$ cat src/rtl/mx_int8_bd_dec.sv
// MXINT8 block decoder: captures one E8M0 scale plus BLOCK_SIZE INT8 elements,
// then streams the decoded FP32 values one per valid/ready beat.
module mx_int8_bd_dec #(
    parameter int BLOCK_SIZE    = 32,
    parameter int SCALE_WIDTH   = 8,
    parameter int ELEM_WIDTH    = 8,
    parameter int FLOAT32_WIDTH = 32,
    localparam int IW           = $clog2(BLOCK_SIZE)
) (
    input  logic                     clk,
    input  logic                     rst,
    input  logic                     i_valid,
    output logic                     o_ready,
    input  logic [SCALE_WIDTH-1:0]   i_scale,
    input  logic [ELEM_WIDTH-1:0]    i_mxint8_elements [BLOCK_SIZE],
    output logic                     o_valid,
    input  logic                     i_ready,
    output logic [FLOAT32_WIDTH-1:0] o_float32,
    output logic [IW-1:0]            o_index,
    output logic                     o_last
);

    typedef enum logic {IDLE, EMIT} state_t;

    localparam logic [IW-1:0] LAST_IDX = IW'(BLOCK_SIZE - 1);

    state_t                  state;
    logic [SCALE_WIDTH-1:0]  scale_q;
    logic [ELEM_WIDTH-1:0]   buf_q [BLOCK_SIZE];
    logic [IW-1:0]           next_idx;
    logic [SCALE_WIDTH-1:0]  conv_s;
    logic [ELEM_WIDTH-1:0]   conv_e;
    logic [FLOAT32_WIDTH-1:0] conv_f;
    logic                    capture;
    logic                    fire;

    // Exact E8M0 x INT8(Q1.6) -> binary32; every INT8 magnitude fits in the mantissa.
    function automatic logic [31:0] mx_to_fp32(input logic [7:0] s, input logic [7:0] e);
        logic               sign;
        logic [8:0]         mag;
        logic [2:0]         p;
        logic signed [10:0] exp_v;
        logic [22:0]        frac;
        // NOTE: function locals are plain temporaries, so blocking '=' is correct here;
        // '<=' is reserved for state updated on a clock edge.
        sign  = e[7];
        mag   = sign ? (9'd0 - {1'b1, e}) : {1'b0, e};
        p     = 3'd0;
        for (int i = 0; i < 8; i++) begin
            if (mag[i]) p = 3'(i);
        end
        exp_v = $signed({3'b000, s}) + $signed({8'b0, p}) - 11'sd6;
        frac  = 23'd0;
        if (s == 8'hFF) begin
            mx_to_fp32 = 32'h7FC0_0000;
        end else if (e == 8'h00) begin
            mx_to_fp32 = 32'h0000_0000;
        end else if (exp_v >= 11'sd255) begin
            mx_to_fp32 = {sign, 8'hFF, 23'h0};
        end else if (exp_v >= 11'sd1) begin
            // Shifting the leading one to bit 23 drops it, leaving the fraction left-aligned.
            frac       = {14'b0, mag} << (5'd23 - {2'b00, p});
            mx_to_fp32 = {sign, exp_v[7:0], frac};
        end else begin
            frac       = {14'b0, mag} << ({1'b0, s} + 9'd16);
            mx_to_fp32 = {sign, 8'h00, frac};
        end
    endfunction

    assign o_ready  = (state == IDLE) && !rst;
    assign capture  = o_ready && i_valid;
    assign fire     = o_valid && i_ready;
    assign next_idx = IW'(o_index + 1'b1);

    // One converter feeds the output register: element 0 straight from the inputs on
    // capture, otherwise the buffered element that follows the current beat.
    always_comb begin
        // NOTE: every always_comb output gets a default first so no path infers a latch.
        conv_s = scale_q;
        conv_e = buf_q[next_idx];
        if (state == IDLE) begin
            conv_s = i_scale;
            conv_e = i_mxint8_elements[0];
        end
    end

    assign conv_f = mx_to_fp32(conv_s, conv_e);

    // NOTE: the block buffer is deliberately not reset; it is always rewritten before it
    // is read, and leaving it out of reset keeps it a plain enabled register file.
    always_ff @(posedge clk) begin
        if (capture) begin
            scale_q <= i_scale;
            buf_q   <= i_mxint8_elements;
        end
    end

    always_ff @(posedge clk) begin
        if (rst) begin
            state     <= IDLE;
            o_valid   <= 1'b0;
            o_last    <= 1'b0;
            o_index   <= '0;
            o_float32 <= '0;
        end else begin
            case (state)
                IDLE: begin
                    if (i_valid) begin
                        state     <= EMIT;
                        o_valid   <= 1'b1;
                        o_index   <= '0;
                        o_last    <= 1'b0;
                        o_float32 <= conv_f;
                    end
                end
                EMIT: begin
                    if (fire) begin
                        if (o_last) begin
                            state   <= IDLE;
                            o_valid <= 1'b0;
                            o_last  <= 1'b0;
                            o_index <= '0;
                        end else begin
                            o_index   <= next_idx;
                            o_float32 <= conv_f;
                            o_last    <= (next_idx == LAST_IDX);
                        end
                    end
                end
                default: state <= IDLE;
            endcase
        end
    end

endmodule

$ cat config.mk
export PLATFORM = sky130hd
export DESIGN_NAME = mx_int8_bd_dec
export DESIGN_NICKNAME = d
export VERILOG_FILES = /design/src/rtl/mx_int8_bd_dec.sv
export SDC_FILE = /design/constraint.sdc
export NUM_CORES = 1
export LEC_CHECK = 0
export CAP_MARGIN = 40
export CORE_ASPECT_RATIO = 1.25
export CORE_MARGIN = 2
export CORE_UTILIZATION = 51
export DETAILED_ROUTE_END_ITERATION = 16
export GPL_TIMING_DRIVEN = 0
export HOLD_SLACK_MARGIN = 0.06
export PLACE_DENSITY_LB_ADDON = 0.2
export SLEW_MARGIN = 20
export SYNTH_ARGS = -nofsm -noshare
export SYNTH_HDL_FRONTEND = slang
export SYNTH_SLANG_ARGS = --single-unit
$ cat constraint.sdc
create_clock -name clk -period 23.7 [get_ports clk]
set_input_delay 7.11 -clock clk [delete_from_list [all_inputs] [get_ports clk]]
set_output_delay 7.11 -clock clk [all_outputs]
set_load 0.02 [all_outputs]
## Yosys cells after proc, flatten, opt, wreduce, memory -nomap -nowiden

Index checks and enable logic that the tools add are counted.

| operators by class | value |
|---|---|
| equal/unequal tests | 6 |
| bitwise operators | 2 |
| muxes and demuxes | 37 |
| $add $sub $neg | 6 |
| shifts and indexed selects | 2 |
| reductions and logical operators | 8 |
| $lt $le $gt $ge | 3 |

Operator list:

| cell | number |
|---|---|
| 32-bit 2-to-1 mux | 5 |
| 32-bit one-hot mux with 2 select lines | 1 |
| 31-bit 2-to-1 mux | 2 |
| 8-bit binary-select mux with 5-bit select | 1 |
| 8-bit 2-to-1 mux | 4 |
| 9-bit by 5-bit left shift with 23-bit output | 1 |
| 9-bit by 9-bit left shift with 23-bit output | 1 |
| 3-bit 2-to-1 mux | 6 |
| 5-bit 2-to-1 mux | 3 |
| 10-bit by 2-bit greater-or-equal comparator with 1-bit output, second input constant | 1 |
| 10-bit by 9-bit greater-or-equal comparator with 1-bit output, second input constant | 1 |
| 1-bit 2-to-1 mux | 10 |
| 5-bit one-hot mux with 2 select lines | 1 |
| 9-bit by 3-bit subtractor with 10-bit output, second input constant | 1 |
| 8-bit by 3-bit adder with 9-bit output | 1 |
| 8-bit by 5-bit adder with 9-bit output, second input constant | 1 |
| 9-bit 2-to-1 mux | 1 |
| 1-bit by 9-bit subtractor with 9-bit output, first input constant | 1 |
| 8-bit == test, second input constant | 1 |
| 8-bit zero test | 1 |
| 6-bit greater-or-equal comparator, second input constant | 1 |
| 2-bit != test, second input constant | 3 |
| 5-bit inverter with 6-bit output | 1 |
| 1-bit one-hot mux with 2 select lines | 3 |
| other kinds (9) | 12 |

| word-level totals | value |
|---|---|
| input bits | 268 |
| register bits | 304 |
| output and inout port bits | 40 |
| logic and storage cells | 102 |

## Longest topological paths before layout

| logic depth | value |
|---|---|
| depth after elaboration | 25 |
| mapped depth | 41 |
| depth with buffers taken out | 33 |

## Worst setup path before layout

Ideal clock, no wire load.

| path | value |
|---|---|
| path type | input to register |
| from | input rst |
| to | register buf_q[0] (netlist name), enable pin |
| data required time | 22.806 ns |
| path buffers | 2 |
| path slack | 4.325 ns |
| cell stages on the path | 3 |
| arrival time | 18.481 ns |
| setup time | 0.894 ns |
| path through | clkbuf_1 > buf_1 > nor2_1 |

| on the way | value |
|---|---|
| word-level cells in the longest chain between the ends | 3 |

Ends and longest elaborated chain:

| item | RTL line | text |
|---|---|---|
| from (decl) | 11 | `input logic rst,` |
| 1-bit zero test | 70 | `assign o_ready = (state == IDLE) && !rst;` |
| 1-bit logical AND | 70 |  |
| 1-bit logical AND | 71 | `assign capture = o_ready && i_valid;` |
| via capture | 34 | `logic capture;` |
| to (signal assigned) | 94 | `buf_q <= i_mxint8_elements;` |
| to (decl) | 29 | `logic [ELEM_WIDTH-1:0] buf_q [BLOCK_SIZE];` |

The timed path passes the listed nets, and every way through them passes these cells.
A chain may end at the register's enable or synchronous reset.

## Final worst setup path

| path | value |
|---|---|
| from | input rst |
| to | output o_ready |

| on the way | value |
|---|---|
| word-level cells in the longest chain between the ends | 2 |

Ends and longest elaborated chain:

| item | RTL line | text |
|---|---|---|
| 1-bit zero test | 70 |  |
| 1-bit logical AND | 70 |  |
| to (decl) | 13 | `output logic o_ready,` |

No other way between the ends.

==> flow_summary.ini <==
[outcome]
status = finished clean

[setup_path]
crit-reg2reg-capture = o_float32[16]
cp-end-kind = output pin
rr_startpoint = o_index[0]
crit_fanout = 10
crit_type = input port to output pin
worst_ep_required_time_ns = 16.59
r2r_slack_ns = 13.72
cp-start-kind = input port
cp_data_arrival_time_ns = 9.39
ff2ff_path_depth = 37

[clocking]
cts_resized = 0
post-cts-setup-buffer-count = 0
clkTransAtPathRegs_ns = 0.06
cts_inserted_buffers = 30
htreeDepth = 1
clock_latency_ns = 0.56
clock-sinks = 304
clockBufferDepth = 3
cts_root_buf = clkbuf_16
cts_tree = built
holdBufCountCts = 0

[timing]
setup_slack_ns = 7.20
rsz0062_at_grt = false
post-route-period-util_pct = 69.6
drv_slew = 0
skew_ns = 0.0116
period_needed_ns = 16.50
worst_pin_slew_ns = 0.859
setup_violations = 0
hold_violations = 0
clock.fmax_ghz = 0.0606
max_slew_margin_pct = 42.8

[yosys]
synth_area_leaders = edfxtp_1 57%, mux4_2 9.6%, dfxtp_1 5.8%, nand2_1 1.9%, ha_1 1.6%
synthesis.nets = 1203
synth.distinct_cells = 93
syn_area_mm2 = 0.0139
async_flop_share_pct = 0
yosys_warnings = 0
syn_inst = 916
synth_top_flop_cell = edfxtp_1
yosysTopAreaCellShare_pct = 57.1
synth.largest_area_cell = edfxtp_1
synth_edf_count = 264
syn_area_per_cell_um2 = 15.2
yosys_register_bits = 304
yosysSeqAreaShare_pct = 62.8

[global_route]
grt_antenna_before_repair = 5
grt_start_max_net_pins = 31
gr-total-overflow = 0
grt_pass1_vias = 9920
grt_first_pass_wirelength_um = 56700
track_usage_pct = 27.0

[power_and_ir_drop]
switching_share_pct = 25.4
vdd_drop_max_mv = 0.0636
p_int_w = 0.00100
p_switching_w = 0.000341
p_leak_nw = 6.53
p_clk_share_pct = 36.2
seqPwrFrac_pct = 45.8
comb_power_share_pct = 18.0
power_w = 0.00134
power_density_mw_per_mm2 = 71.8

[finish]
multi_input_area_mm2 = 0.00484
n_fill_cell = 1873
finalInstanceArea_mm2 = 0.0187
drive_gt1_share_pct = 14.9
ff_latch_area_mm2 = 0.00873
final_cell_count_no_fill = 1642
finalNetCount = 1556
area_delta_synth_final_pct = 34.8

[placement]
portBuffers = 307
pre_cts_ws_ns = 7.22
dp_hpwl_um = 29400
place_congestion = 0.903
place_area_mm2 = 0.0177
dp_cells = 1581

[detailed_routing]
dr.pass1.iters = 5
drc = 0
wl_per_cell_um = 23.3
avgViaCountPerCell = 5.75
dr_total_vias = 9444
ant_nets = 0
drt_wl_total_um = 38200
first_iter_violations = 710

[die]
start_util_pct = 51.8
ios = 308
die_h_um = 189
die_w_um = 152
row_count = 67
core-area_mm2 = 0.0268
dieArea_mm2 = 0.0286

[worst_hold_path]
whs_endpoint = o_float32[4]
worstHoldPathCells = 2
hold_class = flip-flop to flip-flop
hp-start = o_float32[4]

[run]
drv_cap = 0
==> power by group through the flow <==
stage	Combinational (W)	Sequential (W)	Clock, W
CTS	0.000241	0.000616	0.000493
detailed placement	0.000240	0.000627	0
global route	0.000262	0.000617	0.000512
floorplan	0.000132	0.000638	0
finish	0.000242	0.000615	0.000487
global placement	0.000232	0.000639	0
==> cells in the final DEF, fill, tap and decap left out, drive strengths merged, types with 13 or more instances in the layout <==
cell type,Yosys,layout
clkdlybuf4s50,0,307
edfxtp,264,264
nand2,73,73
mux4,63,63
nor2,55,55
clkbuf,15,48
dfxtp,40,40
buf,25,38
nand3,29,29
o21ai,25,25
inv,21,22
mux2i,21,21
a211oi,21,21
a21oi,20,20
ha,18,18
clkinv,1,18
nor3,16,16
nor2b,13,13
o211ai,13,13
==> state kept, by name (all words and copies together), names as in the netlist <==
name,flops
buf_q,256
o_float32,32
o_index,5
o_last,1
o_valid,1
scale_q,8
state,1
==> worst max-delay path, stage by stage <==
cell,delay (ns)
clkdlybuf4s50_1,0.62
clkbuf_1,0.42
buf_1,0.57
nor2_1,0.08
clkdlybuf4s50_1,0.59
==> cells in the mapped netlist, types with 7 or more instances <==
cell        n
edfxtp_1  264
nand2_1    71
mux4_2     59
nor2_1     52
dfxtp_1    40
nand3_1    27
mux2i_1    21
a21oi_1    20
inv_1      20
ha_1       18
a211oi_1   17
o21ai_0    17
nor3_1     16
clkbuf_1   15
nor2b_1    13
o211ai_1   12
nand2b_1   11
a21o_1     10
mux2_2     10
buf_2       9
xnor2_1     9
a31oi_1     8
o21ai_1     8
a211o_1     7
a32oi_1     7
nor4_1      7
==> through the flow <==
step / utilization [%] / setup TNS (ns) / hold slack, ns
2_1_floorplan: - / 0 / 0.526
3_3_place_gp: 64.9 / -132.01 / 0.440
3_5_place_dp: 66.0 / 0 / 0.444
4_1_cts: 69.7 / 0 / 0.453
5_1_grt: 69.8 / 0 / 0.463
6_report: 69.8 / 0 / 0.450
==> kinds of logic after synthesis <==
| kind of cell | count (synthesis) | share of synthesized area (%) |
|---|---|---|
| AO/OA/AOI/OAI | 176 | 9.80 |
| XOR/XNOR | 16 | 1.33 |
| adder cells (fa/ha/maj) | 19 | 1.77 |
| buffers and inverters | 62 | 2.41 |
| flip-flops | 304 | 62.8 |
| multiplexers | 94 | 12.6 |
| AND/OR/NAND/NOR | 245 | 9.23 |
==> layout make-up <==
type                            count  share of cell area [%]
Antenna cell                        4                  0.0535
Buffer                             40                    1.35
Clock buffer                       32                    4.16
Clock inverter                     24                    1.24
Inverter                           22                   0.441
Multi-Input combinational cell    550                    25.8
Sequential cell                   304                    46.6
Tap cell                          345                    2.31
Timing Repair Buffer              321                    18.0
==> metal layers <==
layer / GRT usage [%] / vias up / part of all wire [%]
met5: 0 / - / 0.034
met4: 11.4 / 2 / 4.5
met3: 5.16 / 101 / 6.4
met2: 49.8 / 361 / 54
met1: 30.0 / 4598 / 35
li1: - / 4382 / -
==> worst max path at each step <==
stage / from / endpoint / slack, ns / depth (start not counted)
2_1_floorplan: rst / buf_q[0] / 4.32 / 3
3_3_place_gp: rst / buf_q[146] / -0.52 / 4
3_5_place_dp: rst / o_ready / 7.22 / 5
4_1_cts: rst / o_ready / 7.22 / 5
5_1_grt: rst / o_ready / 7.12 / 5
6_report: rst / o_ready / 7.20 / 5
Note: power is estimated with default switching activity, not from simulation.
